<file path="src/rtl/pipe_pkg.sv">
// ---------------------------------------------------------------------------
// pipe_pkg
// Shared pipeline definitions: datapath widths, control-bus bit positions
// and the memory-access stage state encoding.
// Ports: none (package).
// ---------------------------------------------------------------------------
package pipe_pkg;

  localparam int XLEN   = 32;
  localparam int CTRL_W = 22;

  // Control-bus bit positions
  localparam int IS_ST   = 0;
  localparam int IS_LD   = 1;
  localparam int IS_WB   = 6;
  localparam int IS_CALL = 8;

  typedef enum logic {
    MA_IDLE   = 1'b0,
    MA_ACCESS = 1'b1
  } ma_state_e;

  // Word accesses only: the two low address bits must be zero.
  function automatic logic word_aligned(input logic [1:0] addr_lo);
    return (addr_lo == 2'b00);
  endfunction

endpackage

</file>
<file path="src/rtl/ma_rw_latch.sv">
// ---------------------------------------------------------------------------
// ma_rw_latch
// MA/RW pipeline register. When en is high every field is loaded from the
// inputs. When en is low the data fields hold and valid drops, so the RW
// stage sees a bubble. clr is a synchronous clear of all fields.
// Ports:
//   clk            clock, rising edge
//   clr            synchronous clear (high = clear)
//   en             load enable
//   *_i            PC, load result, ALU result, IR, control bus, valid in
//   *_o            registered copies of the above
// ---------------------------------------------------------------------------
module ma_rw_latch
  import pipe_pkg::*;
(
  input  logic              clk,
  input  logic              clr,
  input  logic              en,
  input  logic [XLEN-1:0]   pc_i,
  input  logic [XLEN-1:0]   ld_result_i,
  input  logic [XLEN-1:0]   alu_result_i,
  input  logic [XLEN-1:0]   ir_i,
  input  logic [CTRL_W-1:0] ctrl_i,
  input  logic              valid_i,
  output logic [XLEN-1:0]   pc_o,
  output logic [XLEN-1:0]   ld_result_o,
  output logic [XLEN-1:0]   alu_result_o,
  output logic [XLEN-1:0]   ir_o,
  output logic [CTRL_W-1:0] ctrl_o,
  output logic              valid_o
);

  logic [XLEN-1:0]   pc_q, pc_d;
  logic [XLEN-1:0]   ld_result_q, ld_result_d;
  logic [XLEN-1:0]   alu_result_q, alu_result_d;
  logic [XLEN-1:0]   ir_q, ir_d;
  logic [CTRL_W-1:0] ctrl_q, ctrl_d;
  logic              valid_q, valid_d;

  // Data holds when not enabled; valid defaults low so a held slot is a bubble.
  always_comb begin
    pc_d         = pc_q;
    ld_result_d  = ld_result_q;
    alu_result_d = alu_result_q;
    ir_d         = ir_q;
    ctrl_d       = ctrl_q;
    valid_d      = 1'b0;
    if (en) begin
      pc_d         = pc_i;
      ld_result_d  = ld_result_i;
      alu_result_d = alu_result_i;
      ir_d         = ir_i;
      ctrl_d       = ctrl_i;
      valid_d      = valid_i;
    end
  end

  always_ff @(posedge clk) begin
    if (clr) begin
      pc_q         <= '0;
      ld_result_q  <= '0;
      alu_result_q <= '0;
      ir_q         <= '0;
      ctrl_q       <= '0;
      valid_q      <= 1'b0;
    end else begin
      pc_q         <= pc_d;
      ld_result_q  <= ld_result_d;
      alu_result_q <= alu_result_d;
      ir_q         <= ir_d;
      ctrl_q       <= ctrl_d;
      valid_q      <= valid_d;
    end
  end

  assign pc_o         = pc_q;
  assign ld_result_o  = ld_result_q;
  assign alu_result_o = alu_result_q;
  assign ir_o         = ir_q;
  assign ctrl_o       = ctrl_q;
  assign valid_o      = valid_q;

endmodule

</file>
<file path="src/rtl/ma_stage.sv">
// ---------------------------------------------------------------------------
// ma_stage
// Memory-access pipeline stage. Loads and stores issue one registered
// request to data memory and stall upstream until dmem_ready or until the
// wait counter expires. Non-memory instructions pass to the MA/RW latch in
// one cycle. Misaligned accesses and timeouts set the sticky mem_err flag
// and still deliver the instruction with a zero load result.
// Ports:
//   clk, rst_n                   clock, synchronous active-low reset
//   input_MA_*                   EX/MA latch contents (PC, ALU result,
//                                store data, IR, control bus, valid)
//   MA_stall                     upstream must hold input_MA_* while high
//   dmem_req/we/addr/wdata       registered data-memory request
//   dmem_rdata, dmem_ready       memory read data and completion
//   output_RW_*                  MA/RW latch contents
//   mem_err                      sticky misalignment / timeout flag
// Parameter TIMEOUT: maximum ACCESS cycles spent waiting for dmem_ready.
// ---------------------------------------------------------------------------
module ma_stage
  import pipe_pkg::*;
#(
  parameter int TIMEOUT = 16
) (
  input  logic              clk,
  input  logic              rst_n,
  input  logic [XLEN-1:0]   input_MA_PC,
  input  logic [XLEN-1:0]   input_MA_ALU_Result,
  input  logic [XLEN-1:0]   input_MA_op2,
  input  logic [XLEN-1:0]   input_MA_IR,
  input  logic [CTRL_W-1:0] input_MA_controlBus,
  input  logic              input_MA_valid,
  output logic              MA_stall,
  output logic              dmem_req,
  output logic              dmem_we,
  output logic [XLEN-1:0]   dmem_addr,
  output logic [XLEN-1:0]   dmem_wdata,
  input  logic [XLEN-1:0]   dmem_rdata,
  input  logic              dmem_ready,
  output logic [XLEN-1:0]   output_RW_PC,
  output logic [XLEN-1:0]   output_RW_Ld_Result,
  output logic [XLEN-1:0]   output_RW_ALU_Result,
  output logic [XLEN-1:0]   output_RW_IR,
  output logic [CTRL_W-1:0] output_RW_controlBus,
  output logic              output_RW_valid,
  output logic              mem_err
);

  localparam int              CNT_W    = $clog2(TIMEOUT) + 1;
  localparam logic [CNT_W-1:0] CNT_LAST = CNT_W'(TIMEOUT - 1);

  ma_state_e        state_q, state_d;
  logic [CNT_W-1:0] cnt_q, cnt_d;
  logic             dmem_req_q, dmem_req_d;
  logic             dmem_we_q, dmem_we_d;
  logic [XLEN-1:0]  dmem_addr_q, dmem_addr_d;
  logic [XLEN-1:0]  dmem_wdata_q, dmem_wdata_d;
  logic             mem_err_q, mem_err_d;

  logic             is_st, is_ld_only, memop, aligned;
  logic             stall_raw;
  logic             rw_load;
  logic [XLEN-1:0]  rw_ld_result;
  logic             rw_clr;

  // A word with both isLd and isSt set behaves as a store.
  assign is_st      = input_MA_controlBus[IS_ST];
  assign is_ld_only = input_MA_controlBus[IS_LD] & ~is_st;
  assign memop      = input_MA_valid & (input_MA_controlBus[IS_LD] | is_st);
  assign aligned    = word_aligned(input_MA_ALU_Result[1:0]);

  always_comb begin
    state_d      = state_q;
    cnt_d        = cnt_q;
    dmem_req_d   = dmem_req_q;
    dmem_we_d    = dmem_we_q;
    dmem_addr_d  = dmem_addr_q;
    dmem_wdata_d = dmem_wdata_q;
    mem_err_d    = mem_err_q;
    stall_raw    = 1'b0;
    rw_load      = 1'b0;
    rw_ld_result = '0;

    unique case (state_q)
      MA_IDLE: begin
        // dmem_ready is never looked at here, so stray pulses are ignored.
        if (memop && aligned) begin
          stall_raw    = 1'b1;
          state_d      = MA_ACCESS;
          cnt_d        = '0;
          dmem_req_d   = 1'b1;
          dmem_we_d    = is_st;
          dmem_addr_d  = input_MA_ALU_Result;
          dmem_wdata_d = input_MA_op2;
        end else if (memop) begin
          mem_err_d = 1'b1;
          rw_load   = 1'b1;
        end else if (input_MA_valid) begin
          rw_load = 1'b1;
        end
      end

      MA_ACCESS: begin
        if (dmem_ready) begin
          rw_load      = 1'b1;
          rw_ld_result = is_ld_only ? dmem_rdata : '0;
          dmem_req_d   = 1'b0;
          dmem_we_d    = 1'b0;
          state_d      = MA_IDLE;
        end else if (cnt_q == CNT_LAST) begin
          // Give up: deliver the instruction without data and release upstream.
          rw_load    = 1'b1;
          dmem_req_d = 1'b0;
          dmem_we_d  = 1'b0;
          mem_err_d  = 1'b1;
          state_d    = MA_IDLE;
        end else begin
          cnt_d     = cnt_q + CNT_W'(1);
          stall_raw = 1'b1;
        end
      end

      default: state_d = MA_IDLE;
    endcase
  end

  always_ff @(posedge clk) begin
    if (!rst_n) begin
      state_q      <= MA_IDLE;
      cnt_q        <= '0;
      dmem_req_q   <= 1'b0;
      dmem_we_q    <= 1'b0;
      dmem_addr_q  <= '0;
      dmem_wdata_q <= '0;
      mem_err_q    <= 1'b0;
    end else begin
      state_q      <= state_d;
      cnt_q        <= cnt_d;
      dmem_req_q   <= dmem_req_d;
      dmem_we_q    <= dmem_we_d;
      dmem_addr_q  <= dmem_addr_d;
      dmem_wdata_q <= dmem_wdata_d;
      mem_err_q    <= mem_err_d;
    end
  end

  assign rw_clr = ~rst_n;

  ma_rw_latch u_rw_latch (
    .clk          (clk),
    .clr          (rw_clr),
    .en           (rw_load),
    .pc_i         (input_MA_PC),
    .ld_result_i  (rw_ld_result),
    .alu_result_i (input_MA_ALU_Result),
    .ir_i         (input_MA_IR),
    .ctrl_i       (input_MA_controlBus),
    .valid_i      (input_MA_valid),
    .pc_o         (output_RW_PC),
    .ld_result_o  (output_RW_Ld_Result),
    .alu_result_o (output_RW_ALU_Result),
    .ir_o         (output_RW_IR),
    .ctrl_o       (output_RW_controlBus),
    .valid_o      (output_RW_valid)
  );

  // Stall is forced low while reset is asserted even if a memop is presented.
  assign MA_stall   = rst_n & stall_raw;
  assign dmem_req   = dmem_req_q;
  assign dmem_we    = dmem_we_q;
  assign dmem_addr  = dmem_addr_q;
  assign dmem_wdata = dmem_wdata_q;
  assign mem_err    = mem_err_q;

endmodule
</file>
<file path="config.mk">
export PLATFORM = sky130hd
export DESIGN_NAME = ma_stage
export DESIGN_NICKNAME = d
export VERILOG_FILES = /design/src/rtl/pipe_pkg.sv /design/src/rtl/ma_rw_latch.sv /design/src/rtl/ma_stage.sv
export SDC_FILE = /design/constraint.sdc
export NUM_CORES = 1
export LEC_CHECK = 0
export BUFFER_PORTS_ARGS = -buffer_cell sky130_fd_sc_hd__buf_2
export CORE_AREA = 2 2 158 160
export DETAILED_ROUTE_END_ITERATION = 6
export DIE_AREA = 0 0 160 162
export PLACE_DENSITY_LB_ADDON = 0.25
export SLEW_MARGIN = 20
export SYNTH_ARGS = -nofsm -noshare
export SYNTH_HDL_FRONTEND = slang
export SYNTH_SLANG_ARGS = --single-unit
export TNS_END_PERCENT = 100
</file>
<file path="constraint.sdc">
create_clock -name clk -period 4.1 [get_ports clk]
set_input_delay 0 -clock clk [delete_from_list [all_inputs] [get_ports clk]]
set_output_delay 0 -clock clk [all_outputs]
set_load 0.005 [all_outputs]
</file>
# Word level (Yosys, flattened, before mapping)
# Index checks and enable logic that the tools add are counted.
# classes
eq_ne,8
bitwise,6
n_mux,28
add_sub_neg,1
reduce_logical,7
# ops
operator,n
two-way mux 32 bit,3
two-way mux 1 bit,16
two-way mux 5 bit,3
"!= test 2 bit, second input constant",5
one-hot mux 1 bit (2 select lines),5
one-hot mux 5 bit (2 select lines),1
AND reduction 2 bit,3
"adder 5 x 1 -> 5 bit, second input constant",1
"equality test 5 x 4 -> 1 bit, second input constant",1
AND reduction 4 bit,1
AND 1 bit,3
"!= test 3 x 2 -> 1 bit, second input constant",1
AND reduction 3 bit,1
logical NOT 2 bit,1
"!= test 2 x 1 -> 1 bit, second input constant",1
NOT 1 bit,2
logical AND 1 bit,1
OR 1 bit,1
# totals
output_inout_bits,219
in_bits,186
ff_bits,224
word_cells,63

# Logic depth before layout (Yosys ltp)
# logic_depth
ltp_word,6
mapped_depth,9
mapped_depth_nobuf,7

# Cells and area by module
# A second synthesis with hierarchy kept.
# unflattened
cells_unflattened,855
hier_area_um2,8287.9
# modules_own_cells
mod,area_per_inst_um2,instances,cells_per_inst,seq_area_each_um2
ma_rw_latch,5362.6,1,486,3022.9
ma_stage,2925.3,1,369,1461.4

# Worst setup path before layout
# No wires, ideal clock.
# synth_timing
kind,reg2reg
start,register cnt_q[0]
end,register u_rw_latch.pc_q[22] (netlist: u_rw_latch.pc_o[22])
path_buffers,2
arrival_ps,1807
slack_ps,2222
setup_ps,72
t_required_ps,4028
synth_period_minus_slack_ps,1878
stages_incl_launch_ff,10
path_cell_list,dfxtp_1 -> ha_1 -> and3_1 -> ha_1 -> o21ai_0 -> inv_1 -> nor2_1 -> buf_4 -> buf_4 -> mux2i_1
# synth_between
elab_chain_cells,4
# synth_lines
element,line_no,rtl
start: declaration,ma_stage.sv:52,"logic [CNT_W-1:0] cnt_q, cnt_d;"
start signal: assignment,ma_stage.sv:137,cnt_q <= cnt_d;
equality test 5 x 4 -> 1 bit,ma_stage.sv:109,end else if (cnt_q == CNT_LAST) begin
two-way mux 1 bit,ma_stage.sv:109,
two-way mux 1 bit,ma_stage.sv:103,if (dmem_ready) begin
one-hot mux 1 bit (2 select lines),ma_stage.sv:83,unique case (state_q)
end signal: assignment,ma_rw_latch.sv:67,pc_q <= pc_d;
end: declaration,ma_rw_latch.sv:33,"logic [XLEN-1:0] pc_q, pc_d;"
# No other way between the ends.
# A chain may end at the register's enable or synchronous reset.

# Final worst setup path
# layout_timing
start,register cnt_q[0]
end,register u_rw_latch.ir_q[18] (netlist: u_rw_latch.ir_o[18])
# layout_between
elab_chain_cells,4
# layout_lines
element,line_no,rtl
equality test 5 x 4 -> 1 bit,ma_stage.sv:109,
two-way mux 1 bit,ma_stage.sv:109,
two-way mux 1 bit,ma_stage.sv:103,
one-hot mux 1 bit (2 select lines),ma_stage.sv:83,
end signal: assignment,ma_rw_latch.sv:70,ir_q <= ir_d;
end: declaration,ma_rw_latch.sv:36,"logic [XLEN-1:0] ir_q, ir_d;"
# No other way between the ends.

==> results.yml <==
status:
  outcome: "finished, final reports clean"
die:
  core_um2: 24100
  num_io_pins: 405
  die_h_um: 162
  rows: 57
  dieWidth_um: 160
  die-area_um2: 25900
  start_util: 0.350
synth:
  synth-simple-area-share: 0.182
  synth_xor_area_frac: 0
  synth_top_family_by_area: "simple AND/OR/NAND/NOR gates"
  postSynthAreaPerCell_um2: 9.14
  synthTopCellsByCount: "nand2_1, dfxtp_1, mux2i_1, a21boi_0, clkbuf_1"
  synth-seq-cells: 224
  synth_mux_area_frac: 0.140
  yosys_warnings: 0
  synth_edf_count: 0
  synth_compound_area_frac: 0.101
  syn-cell-area_um2: 8430
  synth_fp_nets: 1112
  async_flop_share: 0
  synth_top_cell_area_share: 0.532
  synth_cell_types: 30
  yosys_most_used_dff: "dfxtp_1"
  ys_top_cells_by_area: "dfxtp_1, nand2_1, mux2i_1"
  synthCells: 923
  synthAdderAreaFrac: 0.00445
  ys_seq_area_frac: 0.532
  yosysMostFrequentCell: "nand2_1"
  synth_top_area_cell: "dfxtp_1"
worst_setup_path:
  r2r-start: "cnt_q[0]"
  r2r_slack_ns: 1.65
  crit_arrival_ns: 2.88
  endpoint_kind: "register"
  worstSetupStartpoint: "cnt_q[0]"
  cp-start-kind: "register"
  reg2reg_to: "u_rw_latch.ir_o[18]"
  worstSetupPathType: "reg2reg"
  cp_max_fo: 100
  crit_required_ns: 4.53
  reg2reg_depth: 8
placed_design:
  place_hpwl_um: 16800
  port_buffers: 404
  gp_congestion: 0.749
  placed_area_um2: 10600
  pre_cts_ws_ns: 1.75
clock_tree:
  cts_made_buffers: 26
  cts.clk_slew.worst_paths_ns: 0.06
  clock_sinks: 224
  post-cts-setup-buffers: 0
  clockRootBuffer: "clkbuf_16"
  clkLatencyLatePin_ns: 0.52
  cts_tree: "done"
  postCtsResizedCells: 0
  cts-htree-levels: 1
  clockBufferDepth: 3
sta:
  setup_ws_ns: 1.65
  fin_skew_ns: 0.00745
  slew_headroom: 0.392
  tns_ns: 0
  drv_slew: 0
  worst_pin_slew_ns: 0.911
  setup_viol: 0
  fmax_ghz: 0.408
  fin_crit_ns: 2.45
  rsz0062_at_grt: "no"
  min_period_over_period: 0.598
  hold_viol_final: 0
  hold_ws_ns: 0.214
detailed_routing:
  post_drt_wl_per_cell_um: 14.8
  wirelength_um: 27000
  drt-initial-drc-count: 341
  ant_nets: 0
  drtPass1Iterations: 5
  drc_errors: 0
  vias_per_cell: 4.52
  vias: 8257
worst_hold_path:
  hold_path.class: "in2reg"
  min_to: "u_rw_latch.valid_o"
  min_from: "rst_n"
  holdPathStages: 3
pwr:
  leakage_nw: 6.61
  total_power_mw: 5.43
  pwr_density_cell_nw_per_um2: 404
  vdd_drop_max_v: 0.000238
global_route:
  antenna_found_initial: 0
  grt_max_degree: 153
  grt_pass1_wl_um: 41900
  grt_pass1_vias: 8120
  grt.total_usage: 0.196
  gr-total-overflow: 0
finish:
  drive_gt1_frac: 0.309
  nets: 1673
  design_area_um2: 13400
  syn_to_final_growth_pct: 59.2
job:
  drv_cap: 0
[report_power, final]
part	internal (mW)	switching, mW	total [mW]
registers	2.29	0.0539	2.34
clock network	1.47	0.915	2.38
logic	0.376	0.321	0.697
total	4.13	1.29	5.43
[through the flow]
stage / utilization / std cells
2_1_floorplan: - / 923
3_5_place_dp: 0.441 / 1591
5_1_grt: 0.557 / 1827
3_3_place_gp: 0.441 / 1591
4_1_cts: 0.557 / 1827
6_report: 0.557 / 1828
[area by class of cell]
type | instances | area, um2
flip-flops and latches | 224 | 4480
multi-input cells | 625 | 3620
repair buffers | 603 | 4010
well taps | 324 | 405
clock buffers | 39 | 801
inverters | 4 | 15.0
fillers | 2126 | 10700
diodes | 1 | 2.50
clock inverters | 8 | 97.6
[logic make-up after synthesis]
family                     after synthesis
AOI/OAI and AO/OA                      111
adders and majority gates                3
buffers and inverters                   74
DFF                                    224
muxes                                  118
and+or+nand+nor                        393
[worst max-delay path by stage]
stage / endpoint / slack, ns
after floorplan: u_rw_latch.pc_o[22] / 2.22
after global placement: u_rw_latch.ctrl_o[19] / 1.80
after detailed placement: u_rw_latch.ctrl_o[13] / 1.75
after CTS: u_rw_latch.ctrl_o[9] / 1.71
after global routing: u_rw_latch.ctrl_o[9] / 1.50
final: u_rw_latch.ir_o[18] / 1.65
[worst max-delay path, stage by stage, from the launching register on]
cell and delay (ns):
dfxtp_1 0.33, ha_1 0.21, and3_1 0.20, ha_1 0.19, o21ai_0 0.24, inv_1 0.12
nor2_4 0.15, buf_12 0.45, mux2i_1 0.30
[what timing repair did]
item,CTS,global route
endpoints found under the setup margin,0,0
endpoints found under the hold margin,218,0
hold buffers,189,0
[cell usage in the layout (no fill, tap or decap)]
cell           netlist  routed
buf_2                8     403
nand2_1            368     368
dfxtp_1            224     224
dlygate4sd3_1        0     189
mux2i_1            118     118
a21boi_0            53      53
a22o_1              32      32
clkbuf_16            0      27
a21boi_1            12      12
clkbuf_8             0       9
buf_4               12       9
o21ai_0              5       5
nand3_1              5       5
nor2_1               8       5
inv_1                4       4
clkbuf_1            48       4
clkinv_2             0       4
a21oi_1              3       3
and3_1               3       3
ha_1                 3       3
o22ai_1              2       2
a31oi_1              2       2
nor2_2               0       2
clkinv_4             0       2
bufinv_16            0       2
diode_2              0       1
o21ai_2              1       1
or3_1                1       1
nor4_4               1       1
or4_2                0       1
or3b_2               1       1
nand2b_1             1       1
o311a_1              1       1
nor2_4               0       1
nand4_1              1       1
nand3b_1             1       1
nor2b_1              1       1
and2_1               1       1
buf_12               0       1
[layer usage]
layer / global-route usage / vias up / share of wire
li1: - / 4150 / -
met1: 0.227 / 3733 / 0.41
met2: 0.346 / 315 / 0.48
met3: 0.0518 / 59 / 0.075
met4: 0.0799 / 0 / 0.035
met5: 0 / - / 0
[state kept, by name, summed over array words and instances (netlist names)]
register	count
u_rw_latch.alu_result_o	32
cnt_q	5
dmem_we	1
u_rw_latch.ctrl_o	22
u_rw_latch.valid_o	1
state_q	1
u_rw_latch.ld_result_o	32
dmem_addr	32
dmem_req	1
u_rw_latch.pc_o	32
mem_err	1
dmem_wdata	32
u_rw_latch.ir_o	32
(Power assumes the default switching activity.)
